--- src/rtl/alu_req_arbiter.sv ---
// Round-robin arbiter that shares one ALU between four requesters and returns each result.
// Latency: grant one edge after req is sampled in IDLE, done ALU_LAT edges after the grant.
// Backpressure: none; requesters hold req until their done pulse, and other requests wait.
module alu_req_arbiter #(
  parameter int WIDTH   = 16,
  parameter int ALU_LAT = 1
) (
  input  logic               clk,
  input  logic               rst,
  input  logic [3:0]         req,
  input  logic [4*WIDTH-1:0] a_bus,
  input  logic [4*WIDTH-1:0] b_bus,
  input  logic [15:0]        func_bus,
  input  logic [WIDTH-1:0]   alu_result,
  output logic [WIDTH-1:0]   alu_a,
  output logic [WIDTH-1:0]   alu_b,
  output logic [3:0]         alu_func,
  output logic               alu_en,
  output logic [3:0]         gnt,
  output logic [3:0]         done,
  output logic [WIDTH-1:0]   result,
  output logic               busy
);

  typedef enum logic [1:0] {
    IDLE = 2'd0,
    BUSY = 2'd1,
    DONE = 2'd2
  } state_t;

  // The counter is 4 bits wide, so ALU_LAT must stay in 1..15.
  localparam logic [3:0] LAT_INIT = 4'(ALU_LAT);

  state_t             state_q;
  logic [3:0]         cnt_q;
  logic [1:0]         rr_ptr_q;
  logic [1:0]         owner_q;
  logic [WIDTH-1:0]   alu_a_q;
  logic [WIDTH-1:0]   alu_b_q;
  logic [3:0]         alu_func_q;
  logic               alu_en_q;
  logic [3:0]         gnt_q;
  logic [3:0]         done_q;
  logic [WIDTH-1:0]   result_q;
  logic               busy_q;

  logic               win_vld_d;
  logic [1:0]         win_idx_d;
  logic [1:0]         scan_idx;

  // Pick the first pending requester starting at rr_ptr and wrapping mod 4.
  always_comb begin
    win_vld_d = 1'b0;
    win_idx_d = rr_ptr_q;
    scan_idx  = rr_ptr_q;
    for (int k = 0; k < 4; k++) begin
      scan_idx = rr_ptr_q + 2'(k);
      if (!win_vld_d && req[scan_idx]) begin
        win_vld_d = 1'b1;
        win_idx_d = scan_idx;
      end
    end
  end

  // Control FSM with every output registered; reset drops any operation in flight.
  always_ff @(posedge clk or posedge rst) begin
    if (rst) begin
      state_q    <= IDLE;
      cnt_q      <= 4'd0;
      rr_ptr_q   <= 2'd0;
      owner_q    <= 2'd0;
      alu_a_q    <= '0;
      alu_b_q    <= '0;
      alu_func_q <= 4'd0;
      alu_en_q   <= 1'b0;
      gnt_q      <= 4'd0;
      done_q     <= 4'd0;
      result_q   <= '0;
      busy_q     <= 1'b0;
    end else begin
      case (state_q)
        IDLE: begin
          if (win_vld_d) begin
            alu_a_q    <= a_bus[32'(win_idx_d)*WIDTH +: WIDTH];
            alu_b_q    <= b_bus[32'(win_idx_d)*WIDTH +: WIDTH];
            alu_func_q <= func_bus[{win_idx_d, 2'b00} +: 4];
            gnt_q      <= 4'b0001 << win_idx_d;
            owner_q    <= win_idx_d;
            cnt_q      <= LAT_INIT;
            alu_en_q   <= 1'b1;
            busy_q     <= 1'b1;
            state_q    <= BUSY;
          end
        end
        BUSY: begin
          cnt_q <= cnt_q - 4'd1;
          if (cnt_q == 4'd1) begin
            result_q <= alu_result;
            done_q   <= gnt_q;
            alu_en_q <= 1'b0;
            state_q  <= DONE;
          end
        end
        DONE: begin
          // The owner drops to lowest priority for the next arbitration.
          gnt_q    <= 4'd0;
          done_q   <= 4'd0;
          busy_q   <= 1'b0;
          rr_ptr_q <= owner_q + 2'd1;
          state_q  <= IDLE;
        end
        default: begin
          state_q  <= IDLE;
          gnt_q    <= 4'd0;
          done_q   <= 4'd0;
          alu_en_q <= 1'b0;
          busy_q   <= 1'b0;
        end
      endcase
    end
  end

  assign alu_a    = alu_a_q;
  assign alu_b    = alu_b_q;
  assign alu_func = alu_func_q;
  assign alu_en   = alu_en_q;
  assign gnt      = gnt_q;
  assign done     = done_q;
  assign result   = result_q;
  assign busy     = busy_q;

endmodule

--- config.mk ---
export PLATFORM = sky130hd
export DESIGN_NAME = alu_req_arbiter
export DESIGN_NICKNAME = d
export VERILOG_FILES = /design/src/rtl/alu_req_arbiter.sv
export SDC_FILE = /design/constraint.sdc
export NUM_CORES = 1
export LEC_CHECK = 0
export BUFFER_PORTS_ARGS = -buffer_cell sky130_fd_sc_hd__buf_2
export CORE_MARGIN = 5
export CORE_UTILIZATION = 45
export CTS_BUF_LIST = sky130_fd_sc_hd__clkbuf_8
export DETAILED_ROUTE_END_ITERATION = 12
export PLACE_DENSITY = 0.92
export SLEW_MARGIN = 20
export SYNTH_ARGS = -nofsm -noshare
export SYNTH_HDL_FRONTEND = slang
export SYNTH_SLANG_ARGS = --single-unit
--- constraint.sdc ---
create_clock -name clk -period 3.1 [get_ports clk]
set_clock_uncertainty 0.2 [all_clocks]
set_input_delay 0.465 -clock clk [delete_from_list [all_inputs] [get_ports clk]]
set_output_delay 0.465 -clock clk [all_outputs]
set_load 0.05 [all_outputs]
# --- Word-level counts from Yosys, hierarchy flattened ---
# Index checks and enable logic that the tools add are counted.
classes:
  n_shift: 4
  eq_ne: 5
  reduce_logical: 15
  addsub: 5
  n_bitwise: 3
  order_cmp: 4
  muxes: 28
ops:
  columns: ["cell", "n"]
  rows:
  - ["$shiftx A64 B7 Y16", 2]
  - ["$pmux W4 S2", 3]
  - ["$shiftx A16 B5 Y4", 1]
  - ["$lt A2 B3 Y1 const B", 4]
  - ["$mux W4", 3]
  - ["$reduce_and A2 Y1", 6]
  - ["$mux W1", 10]
  - ["$mux W2", 5]
  - ["$bmux W1 S2", 4]
  - ["$add A2 B1 Y2 const B", 2]
  - ["$add A2 B2 Y2 const B", 2]
  - ["$eq A4 B1 Y1 const B", 1]
  - ["$ne A2 B2 Y1 const B", 2]
  - ["$pmux W2 S2", 1]
  - ["$shl A1 B2 Y4 const A", 1]
  - ["$sub A4 B1 Y4 const B", 1]
  - ["$logic_and A1 B1 Y1", 3]
  - ["$logic_not A1 Y1", 3]
  - ["$not A1 Y1", 3]
  - ["$pmux W1 S3", 1]
  - ["$reduce_and A3 Y1", 1]
  - ["$eq A2 B1 Y1 const B", 1]
  - ["$eq A2 B2 Y1 const B", 1]
  - ["$logic_not A2 Y1", 1]
  - ["other kinds (2)", 2]
totals:
  reg_bits: 72

# --- Depth between registers and ports, before layout ---
# Gate-level depths: netlist of run 1.
logic_depth:
  word_depth: 15
  ltp_mapped: 8
  depth_no_buf: 6

# --- Worst setup path before layout of run 1 ---
# OpenSTA, ideal clock, no wires.
synth_timing:
  path_kind: "input to register"
  startpoint: "in req[0]"
  endpoint: "reg alu_b_q[12] (netlist: alu_b[12])"
  t_required_ps: 2775
  arrival_ps: 1778
  n_path_buf: 3
  path_stages: 8
  setup_slack_ps: 997
  path_cell_list: "buf_6 -> and2b_4 -> nor4_2 -> a21o_1 -> buf_6 -> buf_12 -> mux2_4 -> o2bb2ai_1"
synth_via:
  elab_chain_len: 13
synth_lines:
  columns: ["item", "line_no", "text"]
  rows:
  - ["start, declared", "10", "input logic [3:0] req,"]
  - ["$bmux W1 S2", "58", "if (!win_vld_d && req[scan_idx]) begin"]
  - ["$mux W1 (not written as such)", "58", null]
  - ["$mux W1", "58", null]
  - ["$logic_not A1 Y1", "58", null]
  - ["$logic_and A1 B1 Y1", "58", null]
  - ["$mux W1", "58", null]
  - ["$logic_not A1 Y1", "58", null]
  - ["$logic_and A1 B1 Y1", "58", null]
  - ["$mux W1", "58", null]
  - ["$logic_not A1 Y1", "58", null]
  - ["$logic_and A1 B1 Y1", "58", null]
  - ["$mux W2 / $mux W1 (equally long branches)", "58", null]
  - ["$shiftx A64 B7 Y16 / $reduce_and A2 Y1 (equally long branches)", null, null]
  - ["end signal, assigned", "85", "alu_b_q <= b_bus[32'(win_idx_d)*WIDTH +: WIDTH];"]
  - ["end, declared", "39", "logic [WIDTH-1:0] alu_b_q;"]
# Parallel ways exist; a longest one is shown, timed or not. The select of a mux whose other input is x is not followed.
# A chain may end at the register's enable or synchronous reset.

# --- Worst setup path in the final report of run 1 ---
layout_timing:
  startpoint: "reg rr_ptr_q[0]"
  endpoint: "reg alu_a_q[13] (netlist: alu_a[13])"
layout_via:
  elab_chain_len: 13
layout_lines:
  columns: ["item", "line_no", "text"]
  rows:
  - ["start, declared", "36", "logic [1:0] rr_ptr_q;"]
  - ["start signal, assigned", "109", "rr_ptr_q <= owner_q + 2'd1;"]
  - ["branches (longest 13 deep; another with $add A2 B1 Y2)", null, null]
  - ["end signal, assigned", "84", "alu_a_q <= a_bus[32'(win_idx_d)*WIDTH +: WIDTH];"]
  - ["end, declared", "38", "logic [WIDTH-1:0] alu_a_q;"]
# Several ways; the timed one is not identified. The select of a mux whose other input is x is not followed.

==> results of run 1 <==
-- worst paths after layout --
path,from,endpoint,slack (ns),depth (start not counted)
setup / recovery,rr_ptr_q[0],alu_a[13],0.68,6
hold / removal,rst,result[11],0.06,2
setup reg to reg,rr_ptr_q[0],alu_a[13],0.68,6
hold reg to reg,cnt_q[3],cnt_q[3],0.30,1
max in group asynchronous,rst,state_q[1],1.97,3
min in group clk,alu_result[14],result[14],0.16,2
-- layout by cell type, fill, tap and decap left out, types with 3 or more instances in the layout --
master       n
o21ai_1     14
a22o_1       8
buf_2      227
a221oi_1    36
buf_4        7
dfrtp_1     72
o21ai_0     25
clkbuf_8     9
mux2_4       4
mux2i_1     25
nor2_1      56
nor3b_1      3
nor3_1       4
o22ai_1     25
inv_1        5
nand2_1     11
o2bb2ai_1   11
nand3_1      3
nand2b_1     6
mux2_2      23
a21oi_1      5
-- synthesized netlist by cell type (4+ instances only) --
cell	instances
a221oi_1	36
nand2b_1	7
clkbuf_1	8
mux2_2	23
buf_2	16
o22ai_1	25
a22o_1	8
nand2_1	11
o21ai_1	14
mux2i_1	25
mux2_4	4
buf_6	7
o2bb2ai_1	11
a21oi_1	5
dfrtp_1	72
inv_1	5
nor3_1	4
o21ai_0	26
nor2_1	56
-- stage by stage --
stage          setup WS [ns]  cells  total power [mW]  utilization [%]
2_1_floorplan          0.610    392              4.69                -
3_3_place_gp           0.403    703              5.47             59.6
3_5_place_dp           0.573    703              5.64             59.7
4_1_cts                0.685    718              6.36             61.8
5_1_grt                0.580    718              6.72             61.9
6_report               0.679    718              6.35             61.9
-- logic make-up after synthesis --
kind of cell | synth area share (%)
buffers and inverters | 5.82
adder cells (fa/ha/maj) | 0.619
flip-flops | 44.6
XOR/XNOR | 0.217
AND/OR/NAND/NOR | 10.9
multiplexers | 14.1
AO/OA/AOI/OAI | 23.8
-- registers in the layout, summed over array words and instances (netlist names), 4 cells and up --
register and flops:
alu_a 16, alu_func 4, done 4, gnt 4, cnt_q 4, result 16, alu_b 16
-- power by group --
part,switching [mW],total (mW),internal [mW]
Clock,0.341,0.705,0.364
Combinational,2.70,3.93,1.23
Sequential,0.336,1.71,1.38
Total,3.38,6.35,2.97
-- final cells by class --
type,instances,area [sq um]
clock inverters,6,62.6
flip-flops and latches,72,1800
repair buffers,236,1230
well taps,108,135
fillers,715,3330
inverters,5,18.8
clock buffers,9,124
multi-input cells,282,2020
-- metal layers --
| layer | routed length [um] | up-vias | global-route usage, % |
|---|---|---|---|
| met4 | 281 | 0 | 9.59 |
| met5 | 0 | - | 0 |
| met3 | 1160 | 30 | 6.23 |
| li1 | - | 1904 | - |
| met1 | 5000 | 2003 | 27.8 |
| met2 | 6790 | 240 | 39.9 |
==> metrics, run 1 <==
leakage 2.56 nW; fraction of the cycle the final worst path needs 78.1%; dpl hpwl 10100 um; post-route ant nets 0; Synth cell types 42; largest vdd supply drop 0.000653 V; final weighted congestion of routability-driven global placement 0.805; number of instances resized during post-cts repair 0; critical path launch point type flip-flop; Die Span Y 105 um; initial cell density of the core 46.3%; flops & latches, synth 72; unrepaired setup endpoints after global routing no; Fin Hold WS 0.0562 ns; Power Density 1180 nW/um^2; area share of the largest cell type after synthesis 44.6%; library cell with the largest summed area after synthesis dfrtp_1; post-synth net total 560; number of flops mapped to enable cells by yosys 0; shortest period the worst path allows 2.42 ns; Cell Area, Placed 5200 sq um; Die ar. 11000 sq um; count of routing violations after the opening detailed-route iteration 231; data arrival time of the critical path 2.43 ns; mean cell area of the mapped netlist 10.3 sq um; biggest fanout along the worst timing path 20; overall overflow remaining after global route 0; max-capacitance violation count 0; width of the die 105 um; Worst Tran Pin Value 0.885 ns; Cell Rows 34; CTS Root Cell clkbuf_8; via count of the first global-routing pass 4350; wire length of the first global-routing pass 21100 um; H-tree lvl count 3; Hold Crit Class in2async; clock slew at the register clock pins of the worst setup and hold paths 0.07 ns; post-synthesis to final-layout area growth 33.6%; critical-path cell list and2b_4 -> nor4_2 -> a21o_2 -> buf_12 -> mux2_2 -> o2bb2ai_1; Cell Area, Synth 4040 sq um; CP max stage delay 0.52 ns; sequential fraction of the synthesis area 44.6%; startpoint-to-endpoint class of the critical path reg2reg; slowest stage cell, crit path dfrtp_1; CTS tree built; family of cells with the greatest summed delay on the critical path simple AND/OR/NAND/NOR gates; Relative slew margins 41.0%; Required @ worst endpoint 3.11 ns; WL per Instance 18.4 um; worst path bufs/invs 1; routed vias 4177; Synth Flop Type dfrtp_1; number of optimization iterations in the first detailed-route pass 5; fraction of layout cells with a size suffix above 1 47.4%; I/O pin count 228; share of synthesized flip-flops with an asynchronous set or reset 100%; outcome complete, no violations; fin. max-slew vios 0; number of sinks handled by clock tree synthesis 72; max frequency 0.413 GHz; number of antenna violations at the first check in global routing 0; final design area excluding fillers 5400 sq um; number of antenna repair diodes 0; buffer depth of the longest clock path 2; top area cells in the synthesized netlist dfrtp_1 45%, a221oi_1 7.8%, mux2_2 6.4%; pin count of the biggest net entering global routing 44; number of buffers inserted by hold repair at cts 0; number of warnings printed during yosys synthesis 0; Routed WL 13200 um; clock network latency to the later pin of the worst-skew pair 0.33 ns; kind of end point of the critical path flip-flop; vias per std cell 5.82; count of nets after finishing 774; Setup TNS 0 ns; count of input and output buffers 227; placeable core region 8720 sq um; number of setup buffers added after CTS 0; number of buffers inserted during clock tree synthesis 9; setup-violating endpoint count in the final report 0; GRT Total Usage 23.4%; number of remaining DRC errors 0; number of endpoints with negative hold slack in the final report 0; Post-Synthesis Cells 392
Note: power is estimated with default switching activity, not from simulation.
==> inputs of run 2 (changes only) <==
- clock period: 3.1 -> 2.3 ns (I/O delays scaled with it)
==> run 2 against run 1 <==
Against the previous run: critical path depth is 1 higher; largest cell class unchanged; combinational power is 40% higher; largest power group unchanged; critical endpoint is now alu_a[3]; die area stayed put.
==> metrics, run 2 (synthesis results as in run 1) <==
initial cell density of the core 46.3%; setup-violating endpoint count in the final report 0; width of the die 105 um; I/O pin count 228; Power Density 1580 nW/um^2; Worst Tran Pin Value 0.432 ns; unrepaired setup endpoints after global routing no; data arrival time of the critical path 2.14 ns; number of buffers inserted during clock tree synthesis 9; GRT Total Usage 23.9%; Setup TNS 0 ns; leakage 2.64 nW; Routed WL 13300 um; outcome complete, no violations; max-capacitance violation count 0; count of routing violations after the opening detailed-route iteration 219; WL per Instance 18.2 um; number of filler cells placed in the layout 691; CTS Root Cell clkbuf_8; most frequent cells in the layout 227 x buf_2, 72 x dfrtp_1, 56 x nor2_1; post-route ant nets 0; overall power consumption 8.78 mW; amount of wire on met3 after detailed routing 1230 um; critical path launch point type flip-flop; Relative slew margins 71.2%; number of remaining DRC errors 0; buffer depth of the longest clock path 2; final weighted congestion of routability-driven global placement 0.845; most common library cell in the layout ignoring fill and taps buf_2; CTS tree built; placeable core region 8720 sq um; critical-path cell list and3b_1 -> nor4_2 -> a21o_2 -> buf_12 -> buf_4 -> mux2i_1 -> o22ai_1; startpoint-to-endpoint class of the critical path reg2reg; fraction of layout cells with a size suffix above 1 48.3%; CP max stage delay 0.54 ns; count of input and output buffers 227; count of nets after finishing 786; overall overflow remaining after global route 0; pin count of the biggest net entering global routing 43; shortest period the worst path allows 2.13 ns; number of antenna repair diodes 0; number of antenna violations at the first check in global routing 0; highest routing layer actually used met4; Hold Crit Class in2reg; number of optimization iterations in the first detailed-route pass 5; largest vdd supply drop 0.000952 V; kind of end point of the critical path flip-flop; Die Span Y 105 um; number of endpoints with negative hold slack in the final report 0; biggest fanout along the worst timing path 23; fraction of the cycle the final worst path needs 92.5%; number of sinks handled by clock tree synthesis 72; via count of the first global-routing pass 4398; WL met2 6540 um; wire length of the first global-routing pass 21800 um; Die ar. 11000 sq um; routed vias 4211; clock slew at the register clock pins of the worst setup and hold paths 0.08 ns; post-synthesis to final-layout area growth 37.3%; fin. max-slew vios 0; slowest stage cell, crit path dfrtp_1; sum of routed wire segments on met1 5030 um; vias per std cell 5.76; clock network latency to the later pin of the worst-skew pair 0.33 ns; Required @ worst endpoint 2.31 ns; Cell Rows 34; max frequency 0.470 GHz; H-tree lvl count 3; dpl hpwl 10200 um
==> run 2: cell types whose count changed in the layout (fill, tap and decap cells not counted), sizes merged <==
cell,before,now
clkbuf,9,10
dlygate4sd3,0,1
buf,236,247
==> run 2: final cells by class <==
class | instances | area, sq um | area share, %
Clock buffer | 10 | 138 | 2.48
Clock inverter | 6 | 65.1 | 1.17
Inverter | 5 | 22.5 | 0.406
Multi-Input combinational cell | 282 | 2010 | 36.3
Sequential cell | 72 | 1800 | 32.5
Tap cell | 108 | 135 | 2.44
Timing Repair Buffer | 248 | 1370 | 24.7
==> run 2: path summary, 6_finish.rpt <==
path | from | cells after the start | end | slack [ns]
setup reg to reg | rr_ptr_q[1] | 7 | alu_a[3] | 0.17
hold reg to reg | cnt_q[3] | 1 | cnt_q[3] | 0.30
min in group asynchronous | rst | 4 | result[12] | 0.42
setup / recovery | rr_ptr_q[1] | 7 | alu_a[3] | 0.17
max in group asynchronous | rst | 4 | alu_a[4] | 1.23
hold / removal | alu_result[14] | 2 | result[14] | 0.03
==> run 2: worst max-delay path, delay by kind of cell (launching register included) <==
kind / cells / cell delay [ns]
and+or+nand+nor: 2 / 0.40
muxes: 1 / 0.21
DFF: 1 / 0.54
AOI/OAI and AO/OA: 2 / 0.27
buffers and inverters: 2 / 0.36
==> run 2: per-layer routing <==
metal  global-route usage [%]  vias to the layer above
met3                     6.04                       41
li1                         -                     1932
met2                     39.6                      248
met5                        0                        -
met1                     28.9                     1990
met4                     11.7                        0
==> run 2: through the flow <==
| step | instances | setup slack, ns | area (sq um) | util (%) | hold slack [ns] |
|---|---|---|---|---|---|
| floorplan | 392 | 0.317 | 4040 | - | 0.251 |
| global placement | 714 | 0.222 | 5330 | 61.2 | 0.222 |
| detailed placement | 714 | 0.158 | 5330 | 61.2 | 0.238 |
| CTS | 731 | 0.181 | 5550 | 63.6 | 0.0144 |
| global route | 731 | 0.0482 | 5550 | 63.6 | 0.0172 |
| finish | 731 | 0.173 | 5550 | 63.6 | 0.0338 |
==> run 2: report_power, final <==
part | switching [mW] | internal [mW] | leakage (nW) | total (mW)
Clock | 0.480 | 0.535 | 0.103 | 1.01
Sequential | 0.413 | 1.86 | 0.825 | 2.27
Combinational | 3.69 | 1.81 | 1.71 | 5.50
==> run 2: timing repair <==
| action | 4_1_cts | 5_1_grt |
|---|---|---|
| hold buffers | 1 | 0 |
| endpoints found under the hold margin | 72 | 0 |
| resized for setup | 0 | 0 |
| setup buffers | 0 | 0 |
==> inputs of run 3 (changes only) <==
- ABC_AREA: default -> 1
- PLACE_DENSITY: 0.92 -> 0.89
==> run 3 against run 2 <==
Against the previous run: the run now ends with negative setup slack left; fmax decreased by 12%; cell area increased by 36%; die area increased by 17%; flip-flop and latch count unchanged; global-route usage increased by 1.7 points; register-to-register slack got worse by 0.29 ns; count of clock-buffer cells in the layout decreased by 1; hold slack got worse by 0.020 ns; via count increased by 55%; utilization increased by 9.3 points; largest cell class unchanged.
==> metrics, run 3 <==
number of sinks handled by clock tree synthesis 72; Worst Tran Pin Value 0.390 ns; endpoint of the worst setup timing path alu_a[1]; final weighted congestion of routability-driven global placement 0.893; critical register-to-register path endpoint alu_a[1]; Setup TNS -1.84 ns; max frequency 0.414 GHz; critical path launch point type flip-flop; fraction of layout cells with a size suffix above 1 38.2%; mean cell area of the mapped netlist 6.38 sq um; Post-Synthesis Cells 753; number of remaining DRC errors 0; via count of the first global-routing pass 5566; Routed WL 21400 um; Cell Rows 37; share of synthesized flip-flops with an asynchronous set or reset 100%; data arrival time of the critical path 2.45 ns; clock slew at the register clock pins of the worst setup and hold paths 0.08 ns; setup slack after layout -0.116 ns; outcome finished, violations left; dpl hpwl 11900 um; library cell with the largest summed area after synthesis dfrtp_1; fraction of the cycle the final worst path needs 105%; shortest period the worst path allows 2.42 ns; routed vias 6515; Synth cell types 25; clock network latency to the later pin of the worst-skew pair 0.35 ns; FF-to-FF setup slack -0.12 ns; Required @ worst endpoint 2.33 ns; area share of the largest cell type after synthesis 37.5%; count of nets after finishing 1195; number of buffers inserted during clock tree synthesis 9; Die ar. 12800 sq um; post-synthesis to final-layout area growth 57.3%; number of antenna violations at the first check in global routing 2; startpoint-to-endpoint class of the critical path reg2reg; vias per std cell 5.57; WL per Instance 18.3 um; Hold Crit Class in2reg; pin count of the biggest net entering global routing 73; worst slack at placement 0.0341 ns; overall overflow remaining after global route 0; post-synth net total 921; sequential fraction of the synthesis area 37.5%; beginning of the critical path rr_ptr_q[0]; flops & latches, synth 72; top area cells in the synthesized netlist dfrtp_1 37%, nand2_1 32%, nand3_1 17%; count of routing violations after the opening detailed-route iteration 765; most frequent cells in the layout 372 x nand2_1, 227 x buf_2, 134 x nand3_1; unrepaired setup endpoints after global routing yes; Die Span Y 113 um; footprint of the multi-input gates 2970 sq um; Synth Flop Type dfrtp_1; most common library cell in the layout ignoring fill and taps nand2_1; I/O pin count 228; GRT Total Usage 25.6%; setup-violating endpoint count in the final report 42; max-capacitance violation count 0; H-tree lvl count 3; wire length of the first global-routing pass 26700 um; top-count cell post-synth nand2_1; initial cell density of the core 46.3%; fin. max-slew vios 0; number of warnings printed during yosys synthesis 0; CTS tree built; ranking of synthesized cells by instance count 404 x nand2_1, 162 x nand3_1, 72 x dfrtp_1; Relative slew margins 74.0%; number of cells after detailed placement 1094; FF/Latch Area 1800 sq um; depth of the worst register-to-register path 15; buffer depth of the longest clock path 2; number of flops mapped to enable cells by yosys 0; violations in the final reports negative setup slack; kind of end point of the critical path flip-flop; Cell Area, Synth 4810 sq um; number of endpoints with negative hold slack in the final report 0; count of input and output buffers 227; biggest fanout along the worst timing path 11; post-route ant nets 0; number of optimization iterations in the first detailed-route pass 5; placeable core region 10400 sq um; Critical R2R Launch rr_ptr_q[0]; Post-Layout Cell Count 1170; CTS Root Cell clkbuf_8; number of filler cells placed in the layout 778; width of the die 113 um
-- run 3: worst min-delay path by stage --
stage                        start          to  slack, ns  depth (start not counted)
global placement         result[8]   result[8]       0.25                          2
global route        alu_result[11]  result[11]       0.02                          3
detailed placement      result[14]  result[14]       0.25                          2
CTS                 alu_result[11]  result[11]      0.002                          3
floorplan                 cnt_q[1]    cnt_q[1]       0.25                          2
finish              alu_result[11]  result[11]       0.01                          3
-- run 3: what timing repair did --
item / in CTS / in global routing
endpoints found under the setup margin: 0 / 48
buffers inserted: 0 / 23
resized for setup: 0 / 97
endpoints found under the hold margin: 86 / 0
hold buffers: 15 / 0
-- run 3: critical path, cell delays in order, from the launching register on --
cell       delay (ns)
dfrtp_2          0.48
clkinv_4         0.14
nand2_2          0.10
nand2_2          0.07
nand2_2          0.08
nand2_4          0.09
nor2_4           0.23
nand4_4          0.16
buf_6            0.18
clkbuf_16        0.18
nand3_2          0.09
nand2_2          0.04
nand2_1          0.05
nand2_1          0.05
nand2_1          0.07
nand2_1          0.08
-- run 3: logic make-up after synthesis --
| logic type | Yosys count | synth area share, % |
|---|---|---|
| and+or+nand+nor | 585 | 51.5 |
| DFF | 72 | 37.5 |
| buffers and inverters | 71 | 7.94 |
| AOI/OAI and AO/OA | 22 | 2.37 |
| adders and majority gates | 2 | 0.521 |
| xor gates and xnor gates | 1 | 0.182 |
-- run 3: layout make-up --
type	count	area share, %
Antenna cell	2	0.0662
Clock buffer	9	1.64
Multi-Input combinational cell	611	39.3
Sequential cell	72	23.9
Timing Repair Buffer	311	30.7
Inverter	22	1.24
Tap cell	136	2.25
Clock inverter	7	0.960
-- run 3: layer usage --
metal / vias up / wire, um / share of wire [%] / track usage (%)
li1: 2963 / - / - / -
met1: 2926 / 7690 / 36 / 31.7
met2: 508 / 10400 / 48 / 44.3
met3: 118 / 2290 / 11 / 5.29
met4: 0 / 1060 / 4.9 / 8.49
met5: - / 0 / 0 / 0
-- run 3: through the flow --
stage          area [sq um]  hold WS (ns)  util (%)
2_1_floorplan          4810         0.253         -
3_3_place_gp           6190         0.249      59.7
3_5_place_dp           6190         0.253      59.7
4_1_cts                6540       0.00168      63.1
5_1_grt                7560        0.0161      72.9
6_report               7560        0.0140      72.9
Power of run 3 is left out: the tool's default activity adds up to more than one toggle a clock period on the data nets, which glitch-free logic cannot reach.
